$ cat src/rtl/instr_register_pkg.sv
// instr_register_pkg: shared types and the golden result function for the instruction register.
// Contents:
//   operand_t / result_t        signed 32 / signed 64 data types
//   opcode_t                    ZERO, PASSA, PASSB, ADD, SUB, MULT, DIV, MOD, POW
//   address_t                   5-bit register index
//   instruction_t               {opc, op_a, op_b, res}
//   seq_state_t                 read-sequencer FSM states
//   calc_expected()             expected result per opcode, used by the checker and the bench
package instr_register_pkg;

   localparam int ADDR_W = 5;

   typedef logic signed [31:0] operand_t;
   typedef logic signed [63:0] result_t;
   typedef logic [ADDR_W-1:0]  address_t;

   typedef enum logic [3:0] {
      ZERO, PASSA, PASSB, ADD, SUB, MULT, DIV, MOD, POW
   } opcode_t;

   typedef struct packed {
      opcode_t  opc;
      operand_t op_a;
      operand_t op_b;
      result_t  res;
   } instruction_t;

   typedef enum logic [1:0] {IDLE, FETCH, PRESENT, FINISH} seq_state_t;

   localparam instruction_t INSTR_RESET = '{opc: ZERO, op_a: '0, op_b: '0, res: '0};

   // Operands are sign-extended to 64 bits before any arithmetic. POW uses
   // square-and-multiply over the exponent bits so it stays synthesizable;
   // the product wraps modulo 2**64 exactly like repeated multiplication.
   function automatic result_t calc_expected(opcode_t opc, operand_t a, operand_t b);
      result_t ra;
      result_t rb;
      result_t p;
      result_t base;
      ra = a;
      rb = b;
      p = 64'sd1;
      base = ra;
      for (int i = 0; i < 31; i++) begin
         if (b[i]) p = p * base;
         base = base * base;
      end
      case (opc)
         ZERO:    return '0;
         PASSA:   return ra;
         PASSB:   return rb;
         ADD:     return ra + rb;
         SUB:     return ra - rb;
         MULT:    return ra * rb;
         DIV:     return (rb == 0) ? '0 : ra / rb;
         MOD:     return (rb == 0) ? '0 : ra % rb;
         POW:     return (rb < 0) ? '0 : p;
         default: return '0;
      endcase
   endfunction

endpackage

$ cat src/rtl/instr_result_check.sv
// instr_result_check: combinational comparison of a captured entry against its recomputed result.
// Ports:
//   instr_i     captured instruction entry
//   mismatch_o  1 when res differs from the expected result or the opcode encoding is undefined
module instr_result_check
   import instr_register_pkg::*;
(
   input  instruction_t instr_i,
   output logic         mismatch_o
);

   // Encodings above POW have no defined result and always count as a mismatch.
   assign mismatch_o = (instr_i.opc > POW) ? 1'b1
                     : (calc_expected(instr_i.opc, instr_i.op_a, instr_i.op_b) != instr_i.res);

endmodule

$ cat src/rtl/instr_read_seq.sv
// instr_read_seq: walks a window of instruction-register entries and streams them out with a result check.
// Optional feature macro: INSTR_CHECK_EN (defined: result checker present; undefined: mismatch/err_count stay 0).
// Ports:
//   clk, reset_n        clock, asynchronous active-low reset
//   start               one-cycle request to begin a sequence (ignored while busy or count out of 1..DEPTH)
//   first_ptr, count    first entry and number of entries to read
//   instruction_word    register entry for read_pointer (combinational)
//   read_pointer        entry currently addressed
//   out_valid/out_ready output stream handshake
//   out_instr, out_ptr  captured entry and its index
//   mismatch            captured entry failed the result check
//   busy, done          sequence in progress / one-cycle pulse after the last handshake
//   err_count           saturating mismatch count since reset
module instr_read_seq
   import instr_register_pkg::*;
#(
   parameter int DEPTH     = 32,
   parameter int ERR_CNT_W = 6
) (
   input  logic                 clk,
   input  logic                 reset_n,
   input  logic                 start,
   input  address_t             first_ptr,
   input  logic [5:0]           count,
   input  instruction_t         instruction_word,
   output address_t             read_pointer,
   output logic                 out_valid,
   input  logic                 out_ready,
   output instruction_t         out_instr,
   output address_t             out_ptr,
   output logic                 mismatch,
   output logic                 busy,
   output logic                 done,
   output logic [ERR_CNT_W-1:0] err_count
);

   seq_state_t           state_q, state_d;
   address_t             ptr_q, ptr_d;
   address_t             out_ptr_q, out_ptr_d;
   logic [5:0]           rem_q, rem_d;
   logic                 valid_q, valid_d;
   logic                 mm_q, mm_d;
   logic                 busy_q, busy_d;
   instruction_t         instr_q, instr_d;
   logic [ERR_CNT_W-1:0] err_q, err_d;
   logic                 chk;
   logic                 start_ok;
   address_t             ptr_inc;

`ifdef INSTR_CHECK_EN
   instr_result_check u_check (
      .instr_i    (instruction_word),
      .mismatch_o (chk)
   );
`else
   assign chk = 1'b0;
`endif

   assign start_ok = start && (count != 6'd0) && (int'(count) <= DEPTH);
   assign ptr_inc  = (int'(ptr_q) == DEPTH - 1) ? '0 : ptr_q + address_t'(1);

   always_comb begin
      state_d   = state_q;
      ptr_d     = ptr_q;
      rem_d     = rem_q;
      valid_d   = valid_q;
      mm_d      = mm_q;
      busy_d    = busy_q;
      instr_d   = instr_q;
      out_ptr_d = out_ptr_q;
      err_d     = err_q;
      case (state_q)
         IDLE: if (start_ok) begin
            ptr_d   = first_ptr;
            rem_d   = count - 6'd1;
            busy_d  = 1'b1;
            state_d = FETCH;
         end
         FETCH: begin
            instr_d   = instruction_word;
            out_ptr_d = ptr_q;
            mm_d      = chk;
            valid_d   = 1'b1;
            err_d     = (chk && err_q != '1) ? err_q + ERR_CNT_W'(1) : err_q;
            state_d   = PRESENT;
         end
         PRESENT: if (out_ready) begin
            valid_d = 1'b0;
            mm_d    = 1'b0;
            if (rem_q == 6'd0) state_d = FINISH;
            else begin
               ptr_d   = ptr_inc;
               rem_d   = rem_q - 6'd1;
               state_d = FETCH;
            end
         end
         FINISH: begin
            busy_d  = 1'b0;
            state_d = IDLE;
         end
         default: state_d = IDLE;
      endcase
   end

   always_ff @(posedge clk or negedge reset_n) begin
      if (!reset_n) begin
         state_q   <= IDLE;
         ptr_q     <= '0;
         rem_q     <= '0;
         valid_q   <= 1'b0;
         mm_q      <= 1'b0;
         busy_q    <= 1'b0;
         instr_q   <= INSTR_RESET;
         out_ptr_q <= '0;
         err_q     <= '0;
      end else begin
         state_q   <= state_d;
         ptr_q     <= ptr_d;
         rem_q     <= rem_d;
         valid_q   <= valid_d;
         mm_q      <= mm_d;
         busy_q    <= busy_d;
         instr_q   <= instr_d;
         out_ptr_q <= out_ptr_d;
         err_q     <= err_d;
      end
   end

   assign read_pointer = ptr_q;
   assign out_valid    = valid_q;
   assign out_instr    = instr_q;
   assign out_ptr      = out_ptr_q;
   assign mismatch     = mm_q;
   assign busy         = busy_q;
   assign done         = (state_q == FINISH);
   assign err_count    = err_q;

endmodule

$ cat config.mk
export PLATFORM = sky130hd
export DESIGN_NAME = instr_read_seq
export DESIGN_NICKNAME = d
export VERILOG_FILES = /design/src/rtl/instr_register_pkg.sv /design/src/rtl/instr_result_check.sv /design/src/rtl/instr_read_seq.sv
export SDC_FILE = /design/constraint.sdc
export NUM_CORES = 1
export LEC_CHECK = 0
export CORE_ASPECT_RATIO = 1.25
export CORE_MARGIN = 4
export CORE_UTILIZATION = 29
export CTS_CLUSTER_SIZE = 20
export DETAILED_ROUTE_END_ITERATION = 10
export PLACE_DENSITY = 0.59
export SLEW_MARGIN = 5
export SYNTH_ARGS = -nofsm -noshare
export SYNTH_HDL_FRONTEND = slang
export SYNTH_HIERARCHICAL = 1
export SYNTH_SLANG_ARGS = --single-unit
$ cat constraint.sdc
create_clock -name clk -period 5.3 [get_ports clk]
set_input_delay 1.59 -clock clk [delete_from_list [all_inputs] [get_ports clk]]
set_output_delay 1.59 -clock clk [all_outputs]
set_load 0.05 [all_outputs]
==> results of run 1 <==
[synthesized netlist by cell type (2+ instances only)]
cell type,number
dfrtp_1,152
mux2_2,137
nand2_1,15
buf_2,14
a21oi_1,12
nor2_1,12
buf_4,8
nor3_1,6
o21ai_0,5
clkbuf_1,4
inv_1,4
and3_1,3
ha_1,3
nand3_1,3
o21ai_1,3
a31oi_1,2
a32oi_1,2
mux2i_1,2
nand3b_1,2
nor2b_1,2
o31ai_1,2
[final timing paths]
kind | from | end | slack (ns) | cells after the start
min in group asynchronous | reset_n | out_instr[17] | 1.14 | 1
max reg2reg | state_q[1] | rem_q[2] | 3.04 | 6
min reg2reg | out_instr[47] | out_instr[47] | 0.50 | 1
max | state_q[1] | done | 1.77 | 2
min | out_instr[47] | out_instr[47] | 0.50 | 1
max in group asynchronous | reset_n | out_ptr[4] | 3.22 | 2
[per-stage QoR]
step,power (mW),instances,area [sq um],hold slack [ns],utilization (%)
floorplan,5.08,421,6120,0.480,-
global placement,6.59,961,9260,0.488,44.6
detailed placement,6.66,961,9260,0.494,44.6
CTS,7.89,993,9850,0.509,47.5
global route,8.17,993,9850,0.514,47.5
finish,7.78,993,9850,0.503,47.5
[flip-flops by register name, indices dropped and copies added, names as in the netlist]
signal	cells
out_instr	132
rem_q	6
out_ptr	5
read_pointer	5
state_q	2
busy	1
out_valid	1
[final cells by class]
cell class | count | area (sq um) | share of cell area [%]
timing repair buffer | 294 | 2950 | 29.9
clock inverter | 13 | 138 | 1.40
clock buffer | 19 | 453 | 4.60
tap | 274 | 343 | 3.48
sequential | 152 | 3800 | 38.6
multi-input combinational | 237 | 2150 | 21.8
inverter | 4 | 15.0 | 0.152
[metal layers]
metal	track usage, %	up-vias	wire (um)
li1	-	2054	-
met1	15.5	2194	6150
met2	25.8	204	9040
met3	5.00	17	1530
met4	5.30	0	311
met5	0	-	0
[power breakdown]
group,internal (mW),switching (mW)
registers,1.76,0.342
clock network,0.685,0.512
logic,1.68,2.80
total,4.12,3.65
[critical path: stages (launching register included)]
cell and delay, ns:
dfrtp_1 0.53, and2_1 0.18, clkdlybuf4s50_1 0.81
[logic make-up (layout without fill, tap and decap cells)]
group / count (synthesis) / after routing
other: 1 / 7
muxes: 139 / 139
xor gates and xnor gates: 1 / 1
DFF: 152 / 152
buffers and inverters: 32 / 330
and+or+nand+nor: 51 / 51
AOI/OAI and AO/OA: 36 / 36
adders and majority gates: 3 / 3
==> run metrics, run 1 <==
proportion of synthesized area in mux cells about a quarter; # IOs 299; gr usage total approximately 14%; ANT nets after route 0; RD Place Congestion 0.854; H-Tree Level Count 4; pwr dens just under 800 nW/um^2; sum of negative setup slack 0 ns; commonest non-fill, non-tap cell in the layout clkdlybuf4s50_1; largest cells by area after synthesis dfrtp_1 62%, mux2_2 25%, buf_2 1.1%; Setup WS post-layout between 1.5 and 2 ns; CTS Hold Bufs 0; post-synth cell types 43; CTS max path bufs 2; antenna fix cells 0; vias in the first global route 4741; via count roughly 4500; post_cts resized 0; Nets about 860; final setup fails 0; Synth Area in XOR/XNOR 0.144%; simple-gate share of the synthesized area 4.11%; period utilization 66.5%; maximum VDD drop 0.000379 V; Clock Latency Late Sink approximately 0.42 ns; largest net degree at the start of global routing 89; critical path arrival between 1.5 and 2 ns; die height 170 um; drt drc 0; startpoint types flip-flop; port bufs 291; critical path class reg2out; fmax 284 MHz; leakage approximately 4 nW; Synth Flop Type dfrtp_1; syn avg cell area between 10 and 15 sq um; worst-margin pin slew just over 1 ns; routed vias/inst 4.50; CP Capture Type primary output; most frequent cells in the layout 290 x clkdlybuf4s50_1, 152 x dfrtp_1, 137 x mux2_2, 17 x clkbuf_16, 15 x nand2_1; CTS Sinks 152; Fin. Hold Viols 0; Synth top area share 62.4%; #FFs+latches synth 152; Post-synth EDFFs 0; DIE WIDTH 138 um; Seq/Total Area, Yosys between 60% and 70%; main combinational cell family by area after synthesis multiplexers; post-CTS setup buffer count 0; cell taking the most area after synthesis dfrtp_1; Syn-to-layout area delta 61.6%; max-cap violation count 0; clock buffer count from CTS 17; status completed; drt wl/cell about 17 um; dpl hpwl roughly 13000 um; minimum clock period 3.53 ns; unrepaired setup endpoints after global routing false; DRT Wirelength 17000 um; relative slew slack 32.3%; # fillers 1856; Post-Synthesis Cells 415; Synth Area in Adders less than 1%; initial antenna violation count 0; DR pass1 iterations 4; FP Rows 59; share of flip-flops with an asynchronous set or reset 100%; setup slack after placement approximately 1.6 ns; clk root buf clkbuf_16; Critical Path Fanout Max 9; CTS tree done; Detailed Route Iter0 Violations 170; Initial Utilization 29.4%; first-pass GRT wire length 25800 um; Critical Path RT approximately 3.7 ns; Synth Area in Compound Gates under 10%; Worst-path clk slew roughly 0.070 ns; Layout Skew 0.0107 ns; die footprint 23400 sq um; remaining global-route overflow 0; HP Class reg2reg; yosys warns 6; layout cell share with drive strength beyond 1 24.6%; core footprint 20700 sq um; Slew Limit Fails 0; synthesized area 6090 sq um
No activity file was read; power rests on OpenSTA's default activity.
==> inputs of run 2 (changes only) <==
Clock period 5.3 ns to 3.4 ns, I/O delays scaled along.
==> run metrics, run 2 (synthesized netlist as in run 1, its figures left out) <==
clk root buf clkbuf_16 (unchanged); minimum clock period around 2.9 ns; H-Tree Level Count 4 (unchanged); pwr dens 1230 nW/um^2 (was 790 nW/um^2); clock buffer count from CTS 17 (unchanged); NetSw 5.71 mW (was 3.65 mW); # IOs 299 (unchanged); hold_sp out_instr[129] (was out_instr[47]); commonest non-fill, non-tap cell in the layout clkdlybuf4s50_1 (unchanged); post-CTS setup buffer count 0 (unchanged); sum of negative setup slack 0 ns (unchanged); vias in the first global route 4899 (was 4741); CTS Hold Bufs 0 (unchanged); DR pass1 iterations 4 (unchanged); Slowest cell on crit path clkdlybuf4s50_1 (unchanged); drt drc 0 (unchanged); Slew Limit Fails 0 (unchanged); Max stage delay on crit path 0.81 ns (about the same); first-pass GRT wire length 26200 um (was 25800 um); startpoint types flip-flop (unchanged); Comb pwr share 57.8% (was 57.6%); Critical Path RT 2.38 ns (was 3.71 ns); relative slew slack 44.9% (was 32.3%); layout cell share with drive strength beyond 1 24.6% (about the same); Detailed Route Iter0 Violations 160 (was 170); most frequent cells in the layout 290 x clkdlybuf4s50_1, 152 x dfrtp_1, 137 x mux2_2, 17 x clkbuf_16, 15 x nand2_1 (unchanged); dominant delay contributor by cell family on the critical path buffers and inverters (unchanged); CTS Sinks 152 (unchanged); CTS max path bufs 2 (unchanged); routed vias/inst 4.51 (was 4.50); core footprint 20700 sq um (unchanged); initial antenna violation count 0 (unchanged); Fin. Hold Viols 0 (unchanged); final setup fails 0 (unchanged); status completed (unchanged); Largest register FFs 132 (unchanged); Layout Skew 0.00914 ns (was 0.0107 ns); remaining global-route overflow 0 (unchanged); final std cells w/o fill 994 (was 993); Worst R2R End rem_q[2] (unchanged); antenna fix cells 0 (unchanged); Crit Reg-Reg Startpoint state_q[1] (unchanged); HP Class reg2reg (unchanged); CP Capture Type primary output (unchanged); clock share of power 15.1% (was 15.4%); gr usage total 14.3% (was 14.4%); post_cts resized 0 (unchanged); Hold Path End out_instr[129] (was out_instr[47]); DRT Wirelength 17000 um (about the same); worst hold stages 1 (unchanged); critical path class reg2out (unchanged); unrepaired setup endpoints after global routing false (unchanged); Worst-path clk slew 0.06 ns (was 0.07 ns); drt wl/cell 17.1 um (was 17.2 um); Nets 857 (was 856); largest net degree at the start of global routing 77 (was 89); Crit. Startpoint state_q[1] (unchanged); max-cap violation count 0 (unchanged); R2R Setup Slk 1.11 ns (was 3.04 ns); fmax between 300 and 400 MHz; worst r2r path cells 6 (unchanged); Inst Count DP 962 (was 961); DIE WIDTH 138 um (unchanged); Syn-to-layout area delta 61.7% (was 61.6%); critical path arrival 1.92 ns (was 1.94 ns); ANT nets after route 0 (unchanged); maximum VDD drop 0.000575 V (was 0.000379 V); leakage 3.99 nW (was 4.00 nW); share of power burned in registers 27.1% (was 27.0%); Switching Fraction 47.1% (was 47.0%); Buf+Inv Stages, Crit Path 1 (unchanged); worst-margin pin slew 0.826 ns (was 1.02 ns); die footprint 23400 sq um (unchanged); FP Rows 59 (unchanged); period utilization slightly below 90%; crit path cell chain and2_1, clkdlybuf4s50_1 (unchanged); Clock Latency Late Sink 0.41 ns (was 0.42 ns); Critical Path Fanout Max 9 (unchanged); via count 4487 (was 4469); CTS tree done (unchanged); port bufs 291 (unchanged); Initial Utilization 29.4% (unchanged); # fillers 1836 (was 1856); die height 170 um (unchanged); Internal Power 6.41 mW (was 4.12 mW); RD Place Congestion 0.859 (was 0.854); dpl hpwl 12900 um (about the same)
[run 2: stage by stage]
step	worst slack (ns)	hold slack, ns	power, mW	utilization (%)	area, sq um
floorplan	1.08	0.480	7.92	-	6120
global placement	0.392	0.487	10.3	44.7	9280
detailed placement	0.253	0.495	10.4	44.7	9280
CTS	0.411	0.508	12.3	47.5	9860
global route	0.338	0.513	12.7	47.5	9860
finish	0.456	0.503	12.1	47.5	9860
[run 2: how the worst max path moves through the flow]
stage                     endpoint  slack, ns  cells past startpoint
after floorplan           rem_q[2]       1.08                      5
after global routing          done       0.34                      2
after detailed placement  rem_q[2]       0.25                      6
after CTS                     done       0.41                      2
after global placement    rem_q[2]       0.39                      6
final                         done       0.46                      2
[run 2: worst reg2reg max path: cells and delay by family (launching register included)]
family,cells,cell delay (ns)
flops,1,0.52
simple gates,3,0.81
fa+ha+maj,1,0.27
compound gates,1,0.26
mux,1,0.30
[run 2: power by group through the flow]
stage          Clock (mW)  Sequential [mW]  Combinational, mW
2_1_floorplan           0             6.32               1.60
3_3_place_gp            0             3.27               7.01
3_5_place_dp            0             3.33               7.07
4_1_cts              1.90             3.30               7.07
5_1_grt              1.97             3.42               7.30
6_report             1.83             3.28               7.00
[run 2: final cells by class]
cell class	count	area [sq um]	share of cell area, %
flip-flops and latches	152	3800	38.6
repair buffers	295	2970	30.1
multi-input cells	237	2150	21.8
clock buffers	19	443	4.49
well taps	274	343	3.48
clock inverters	13	138	1.40
inverters	4	15.0	0.152
[run 2: layer usage]
layer  vias to the layer above  global-route usage [%]  part of all wire, %
met5                         -                       0                    0
met4                         0                    4.86                  1.6
met3                        20                    4.76                  8.8
met2                       200                    26.1                   53
met1                      2207                    15.3                   36
li1                       2060                       -                    -
